`src/rtl/csa_ctrl_pkg.sv`:
```
`default_nettype none
// ============================================================================
// Module   : csa_ctrl_pkg
// Purpose  : Shared constants, state encoding and helpers for the
//            nibble-serial carry-select adder sequencer.
// Ports    : none (package)
// Revision : 1.0 - initial release
// ============================================================================
package csa_ctrl_pkg;

  // Width of the datapath slice processed per pass.
  localparam int SLICE_W = 4;

  // Controller state encoding.
  typedef enum logic [1:0] {
    ST_IDLE = 2'd0,
    ST_RUN  = 2'd1,
    ST_DONE = 2'd2
  } state_t;

  // Ceiling log2, never less than 1 so a counter always has at least one bit.
  function automatic int clog2(input int value);
    int result;
    result = 1;
    while ((1 << result) < value) begin
      result = result + 1;
    end
    return result;
  endfunction

endpackage : csa_ctrl_pkg
`default_nettype wire

```
`src/rtl/csa_seq_adder_ctrl_csa.sv`:
```
`default_nettype none
// ============================================================================
// Module   : CSA
// Purpose  : 4-bit carry select adder slice. The low two bits ripple; the
//            high two bits are computed for both carry-in values and the
//            correct one is chosen by the low-half carry.
// Ports    : A, B    - 4-bit addends
//            cin     - carry into bit 0
//            sum     - 4-bit sum
//            cout    - carry out of bit 3
// Revision : 1.0 - initial release
// ============================================================================
module CSA (
  input  logic [3:0] A,
  input  logic [3:0] B,
  input  logic       cin,
  output logic [3:0] sum,
  output logic       cout
);

  logic [2:0] w_lo;
  logic [2:0] w_hi0;
  logic [2:0] w_hi1;

  assign w_lo  = {1'b0, A[1:0]} + {1'b0, B[1:0]} + {2'b00, cin};
  assign w_hi0 = {1'b0, A[3:2]} + {1'b0, B[3:2]};
  assign w_hi1 = {1'b0, A[3:2]} + {1'b0, B[3:2]} + 3'd1;

  always_comb begin
    sum[1:0] = w_lo[1:0];
    if (w_lo[2]) begin
      sum[3:2] = w_hi1[1:0];
      cout     = w_hi1[2];
    end else begin
      sum[3:2] = w_hi0[1:0];
      cout     = w_hi0[2];
    end
  end

endmodule : CSA
`default_nettype wire

```
`src/rtl/csa_seq_adder_ctrl.sv`:
```
`default_nettype none
// ============================================================================
// Module   : csa_seq_adder_ctrl
// Purpose  : Adds two WIDTH-bit operands by time-multiplexing one 4-bit
//            carry select adder slice, LSB nibble first, with a registered
//            carry between passes. Valid/ready on operand and result sides.
// Params   : WIDTH - operand/result width, multiple of 4 and >= 8
// Ports    : clk, rst_n          - clock, async active-low reset
//            in_valid/in_ready   - operand handshake (a, b, cin)
//            out_valid/out_ready - result handshake (sum, cout)
//            busy                - high while an operation is in flight
//            ovf                 - signed overflow (CSA_CTRL_OVF_EN only)
// Macro    : CSA_CTRL_OVF_EN - adds the registered two's-complement ovf port
// Revision : 1.0 - initial release
// ============================================================================
module csa_seq_adder_ctrl
  import csa_ctrl_pkg::*;
#(
  parameter int WIDTH = 16
) (
  input  logic             clk,
  input  logic             rst_n,
  input  logic             in_valid,
  output logic             in_ready,
  input  logic [WIDTH-1:0] a,
  input  logic [WIDTH-1:0] b,
  input  logic             cin,
  output logic             out_valid,
  input  logic             out_ready,
  output logic [WIDTH-1:0] sum,
  output logic             cout,
  output logic             busy
`ifdef CSA_CTRL_OVF_EN
  ,
  output logic             ovf
`endif
);

  localparam int NSLICE = WIDTH / SLICE_W;
  localparam int CNT_W  = clog2(NSLICE);
  localparam logic [CNT_W-1:0] LAST_CNT = CNT_W'(NSLICE - 1);

  state_t             r_state;
  logic [CNT_W-1:0]   r_cnt;
  logic [WIDTH-1:0]   r_a;
  logic [WIDTH-1:0]   r_b;
  logic [WIDTH-1:0]   r_acc;
  logic               r_carry;
  logic [WIDTH-1:0]   r_sum;
  logic               r_cout;
  logic               r_in_ready;
  logic               r_out_valid;
  logic               r_busy;

  logic [SLICE_W-1:0] w_slice_sum;
  logic               w_slice_cout;
  logic [WIDTH-1:0]   w_acc_next;

`ifdef CSA_CTRL_OVF_EN
  logic               r_sign_a;
  logic               r_sign_b;
  logic               r_ovf;
`endif

  CSA u_slice (
    .A    (r_a[SLICE_W-1:0]),
    .B    (r_b[SLICE_W-1:0]),
    .cin  (r_carry),
    .sum  (w_slice_sum),
    .cout (w_slice_cout)
  );

  // Each pass drops the new nibble into the top; after NSLICE passes the
  // first (LSB) nibble has reached bit 0.
  assign w_acc_next = {w_slice_sum, r_acc[WIDTH-1:SLICE_W]};

  always_ff @(posedge clk or negedge rst_n) begin
    if (!rst_n) begin
      r_state     <= ST_IDLE;
      r_cnt       <= '0;
      r_a         <= '0;
      r_b         <= '0;
      r_acc       <= '0;
      r_carry     <= 1'b0;
      r_sum       <= '0;
      r_cout      <= 1'b0;
      r_in_ready  <= 1'b1;
      r_out_valid <= 1'b0;
      r_busy      <= 1'b0;
`ifdef CSA_CTRL_OVF_EN
      r_sign_a    <= 1'b0;
      r_sign_b    <= 1'b0;
      r_ovf       <= 1'b0;
`endif
    end else begin
      case (r_state)
        ST_IDLE: begin
          if (in_valid && r_in_ready) begin
            r_a        <= a;
            r_b        <= b;
            r_carry    <= cin;
            r_cnt      <= '0;
            r_in_ready <= 1'b0;
            r_busy     <= 1'b1;
`ifdef CSA_CTRL_OVF_EN
            r_sign_a   <= a[WIDTH-1];
            r_sign_b   <= b[WIDTH-1];
`endif
            r_state    <= ST_RUN;
          end
        end

        ST_RUN: begin
          r_acc   <= w_acc_next;
          r_carry <= w_slice_cout;
          r_a     <= {{SLICE_W{1'b0}}, r_a[WIDTH-1:SLICE_W]};
          r_b     <= {{SLICE_W{1'b0}}, r_b[WIDTH-1:SLICE_W]};
          if (r_cnt == LAST_CNT) begin
            // Visible result changes only here, so it is stable through DONE.
            r_cnt       <= '0;
            r_sum       <= w_acc_next;
            r_cout      <= w_slice_cout;
            r_out_valid <= 1'b1;
`ifdef CSA_CTRL_OVF_EN
            r_ovf       <= (r_sign_a == r_sign_b) &&
                           (w_slice_sum[SLICE_W-1] != r_sign_a);
`endif
            r_state     <= ST_DONE;
          end else begin
            r_cnt <= r_cnt + 1'b1;
          end
        end

        ST_DONE: begin
          if (r_out_valid && out_ready) begin
            r_out_valid <= 1'b0;
            r_busy      <= 1'b0;
            r_in_ready  <= 1'b1;
            r_state     <= ST_IDLE;
          end
        end

        default: begin
          r_state     <= ST_IDLE;
          r_in_ready  <= 1'b1;
          r_out_valid <= 1'b0;
          r_busy      <= 1'b0;
        end
      endcase
    end
  end

  assign in_ready  = r_in_ready;
  assign out_valid = r_out_valid;
  assign busy      = r_busy;
  assign sum       = r_sum;
  assign cout      = r_cout;
`ifdef CSA_CTRL_OVF_EN
  assign ovf       = r_ovf;
`endif

endmodule : csa_seq_adder_ctrl
`default_nettype wire

```
`config.mk`:
```
export PLATFORM = sky130hd
export DESIGN_NAME = csa_seq_adder_ctrl
export DESIGN_NICKNAME = d
export VERILOG_FILES = /design/src/rtl/csa_ctrl_pkg.sv /design/src/rtl/csa_seq_adder_ctrl_csa.sv /design/src/rtl/csa_seq_adder_ctrl.sv
export SDC_FILE = /design/constraint.sdc
export NUM_CORES = 1
export LEC_CHECK = 0
export BUFFER_PORTS_ARGS = -buffer_cell sky130_fd_sc_hd__clkbuf_2
export CAP_MARGIN = 20
export CORE_UTILIZATION = 50
export DETAILED_ROUTE_END_ITERATION = 6
export GPL_TIMING_DRIVEN = 0
export PLACE_DENSITY = 0.76
export SLEW_MARGIN = 10
export SYNTH_ARGS = -nofsm -noshare
export SYNTH_HDL_FRONTEND = slang
export SYNTH_SLANG_ARGS = --single-unit
```
`constraint.sdc`:
```
create_clock -name clk -period 1.6 [get_ports clk]
set_input_delay 0.08 -clock clk [delete_from_list [all_inputs] [get_ports clk]]
set_output_delay 0.08 -clock clk [all_outputs]
set_load 0.05 [all_outputs]
```
==> results_dict.tcl <==
set metrics [dict create \
    core_um2 6030 \
    initial_core_util_pct 52.6 \
    numCtsBuffers 9 \
    cp.arrival_ns 2.01 \
    clk_path_buf_depth 2 \
    gp_congestion 0.794 \
    yosysWarnings 0 \
    synth_top_area_share_pct 53.7 \
    final_antenna_net_count 0 \
    fin_skew_ns 0.00806 \
    critical_path.startpoint "r_a[2]$_DFFE_PN0P_" \
    report.final.slew_viol_count 0 \
    grt_max_degree 45 \
    rsz0062_at_grt "yes" \
    synth-async-reset-ratio_pct 100 \
    hold_depth 3 \
    synthTopCellsByCount "76 x nand2_1, 68 x dfrtp_1, 36 x a21oi_2, 26 x nor2_1, 21 x a21oi_1" \
    ys_ff_latch 69 \
    reg2reg_from "r_a[2]$_DFFE_PN0P_" \
    synth.most_common_cell "nand2_1" \
    dp_hpwl_mm 4.56 \
    die_area_um2 6660 \
    worstSkewPairLatency_ns 0.34 \
    netlist_area_um2 3170 \
    crit_path_end_kind "register" \
    antenna_cells 0 \
    power_mw 7.85 \
    final_cells 459 \
    worstPathRequired_ns 1.85 \
    route.detailed.drc 0 \
    slew_headroom_pct 65.4 \
    wirelength_mm 6.46 \
    syn_nets 347 \
    hold_viol 0 \
    postSynthAreaPerCell_um2 10.4 \
    ys_types 29 \
    critPathMaxFanout 2 \
    die_y_um 81.6 \
    failed_checks "setup timing" \
    tns_ns -0.560 \
    reg2reg_depth 6 \
    grt_pass1_wl_mm 10.7 \
    die_w_um 81.6 \
    area.growth.synth_to_final_pct 22.8 \
    worst_slack_ns -0.154 \
    ys.flop_type "dfrtp_1" \
    synth_edf_count 0 \
    gr-usage-all-layers_pct 22.3 \
    clkTransAtPathRegs_ns 0.08 \
    setup_viol 5 \
    p_leak_nw 1.95 \
    wl_per_cell_um 14.1 \
    hold_ws_ns 0.0106 \
    num_rows 28 \
    ir_drop_uv 1270 \
    maxClockFrequency_mhz 570 \
    final_util_pct 64.6 \
    yosysSeqAreaShare_pct 54.5 \
    startpoint_type "register" \
    first_global_vias 2275 \
    cts_tree "built" \
    vias 2352 \
    drtPass1Iterations 4 \
    drt_iter0_drc 131 \
    period_minus_slack_ns 1.75 \
    drive_gt1_share_pct 40.1 \
    cts_root_buffer "clkbuf_8" \
    yosysTopAreaCell "dfrtp_1" \
    dp_cells 436 \
    io_buffer_count 56 \
    nets 422 \
    worstMarginPinSlew_ns 0.520 \
    drv_cap 0 \
    ios 57 \
    grt_overflow 0 \
    netlist_instances 304 \
    numClockSinks 69 \
    fin_crit_sh_pct 110 \
    hp-class "primary input to register" \
    path_class "register to register" \
    synth_area_leaders "dfrtp_1 54%, a21oi_2 9.9%, nand2_1 9.0%, mux2_2 5.0%, a21oi_1 3.3%" \
    via_per_inst 5.12 \
    cts_htree_levels 3 \
    antenna_found_initial 0 \
    power_density_nw_per_um2 2020 \
    status "finished, violations left" \
    min_from "b[8]" \
]
flip-flops by register name, indices dropped and copies added, names as in the netlist:
| name | cells |
|---|---|
| r_a | 16 |
| r_b | 16 |
| sum | 16 |
| r_acc | 12 |
| r_cnt | 2 |
| r_state | 2 |
| busy | 1 |
| cout | 1 |
| in_ready | 1 |
| out_valid | 1 |
| r_carry | 1 |
path summary, 6_finish.rpt:
kind                                         to  slack, ns
setup / recovery            r_carry$_DFFE_PN0P_      -0.15
hold / removal               r_b[8]$_DFFE_PN0P_       0.01
setup reg to reg            r_carry$_DFFE_PN0P_      -0.15
hold reg to reg            r_acc[7]$_DFFE_PN0P_       0.48
max in group asynchronous  in_ready$_DFFE_PN1P_       0.79
min in group asynchronous    sum[5]$_DFFE_PN0P_       0.22
cells in the final DEF, fill, tap and decap left out, types with 4 or more instances in the layout:
cell / n
o21ai_1: 5
buf_2: 6
buf_6: 6
dlygate4sd3_1: 4
nand2_1: 74
a21oi_1: 21
o21ai_0: 10
dfrtp_1: 68
mux2_2: 13
clkbuf_2: 55
a22oi_1: 4
buf_4: 4
clkbuf_8: 10
nor2_1: 26
a21oi_2: 36
clkbuf_1: 7
through the flow:
| stage | setup slack, ns | area [um^2] |
|---|---|---|
| 2_1_floorplan | -0.0248 | 3180 |
| 3_3_place_gp | -0.129 | 3550 |
| 4_1_cts | -0.125 | 3840 |
| 5_1_grt | -0.215 | 3890 |
| 3_5_place_dp | -0.187 | 3580 |
| 6_report | -0.154 | 3890 |
area by class of cell:
| cell class | count | area (um^2) |
|---|---|---|
| fill | 495 | 2130 |
| sequential | 69 | 1730 |
| multi-input combinational | 212 | 1360 |
| timing repair buffer | 64 | 377 |
| clock buffer | 12 | 145 |
| buffer | 18 | 120 |
| tap | 75 | 93.8 |
| clock inverter | 4 | 47.5 |
| inverter | 5 | 18.8 |
layer usage:
layer	vias up	part of all wire (%)	global-route usage, %
met5	-	0	0
met4	0	1.7	10.5
met3	10	3.8	4.33
met2	58	45	34.5
met1	1119	49	30.1
li1	1165	-	-
kinds of logic (layout without fill, tap and decap cells):
kind of cell	count (synthesis)	after routing	synth area share, %
compound gates	82	82	18.4
xor+xnor	2	2	0.553
fa+ha+maj	6	6	3.08
buf+inv	23	103	4.38
mux	15	15	5.29
simple gates	107	107	13.8
flops	69	69	54.5
where the power goes:
part | switching (mW) | internal (mW)
combinational | 2.05 | 1.45
sequential | 0.454 | 2.48
clock | 0.648 | 0.759
total | 3.15 | 4.69
worst max-delay path: stages (launching register included):
cell and delay [ns]:
dfrtp_1 0.39, ha_2 0.19, fa_2 0.57, ha_4 0.15
nand2_4 0.06, xor2_4 0.16, a22oi_1 0.16
timing repair:
item	in CTS	in global routing
hold buffers	4	0
endpoints found under the setup margin	6	8
hold endpoints to repair	28	0
resized for setup	6	8
pin swaps	5	0
setup buffers	2	1
Note: power is estimated with default switching activity, not from simulation.
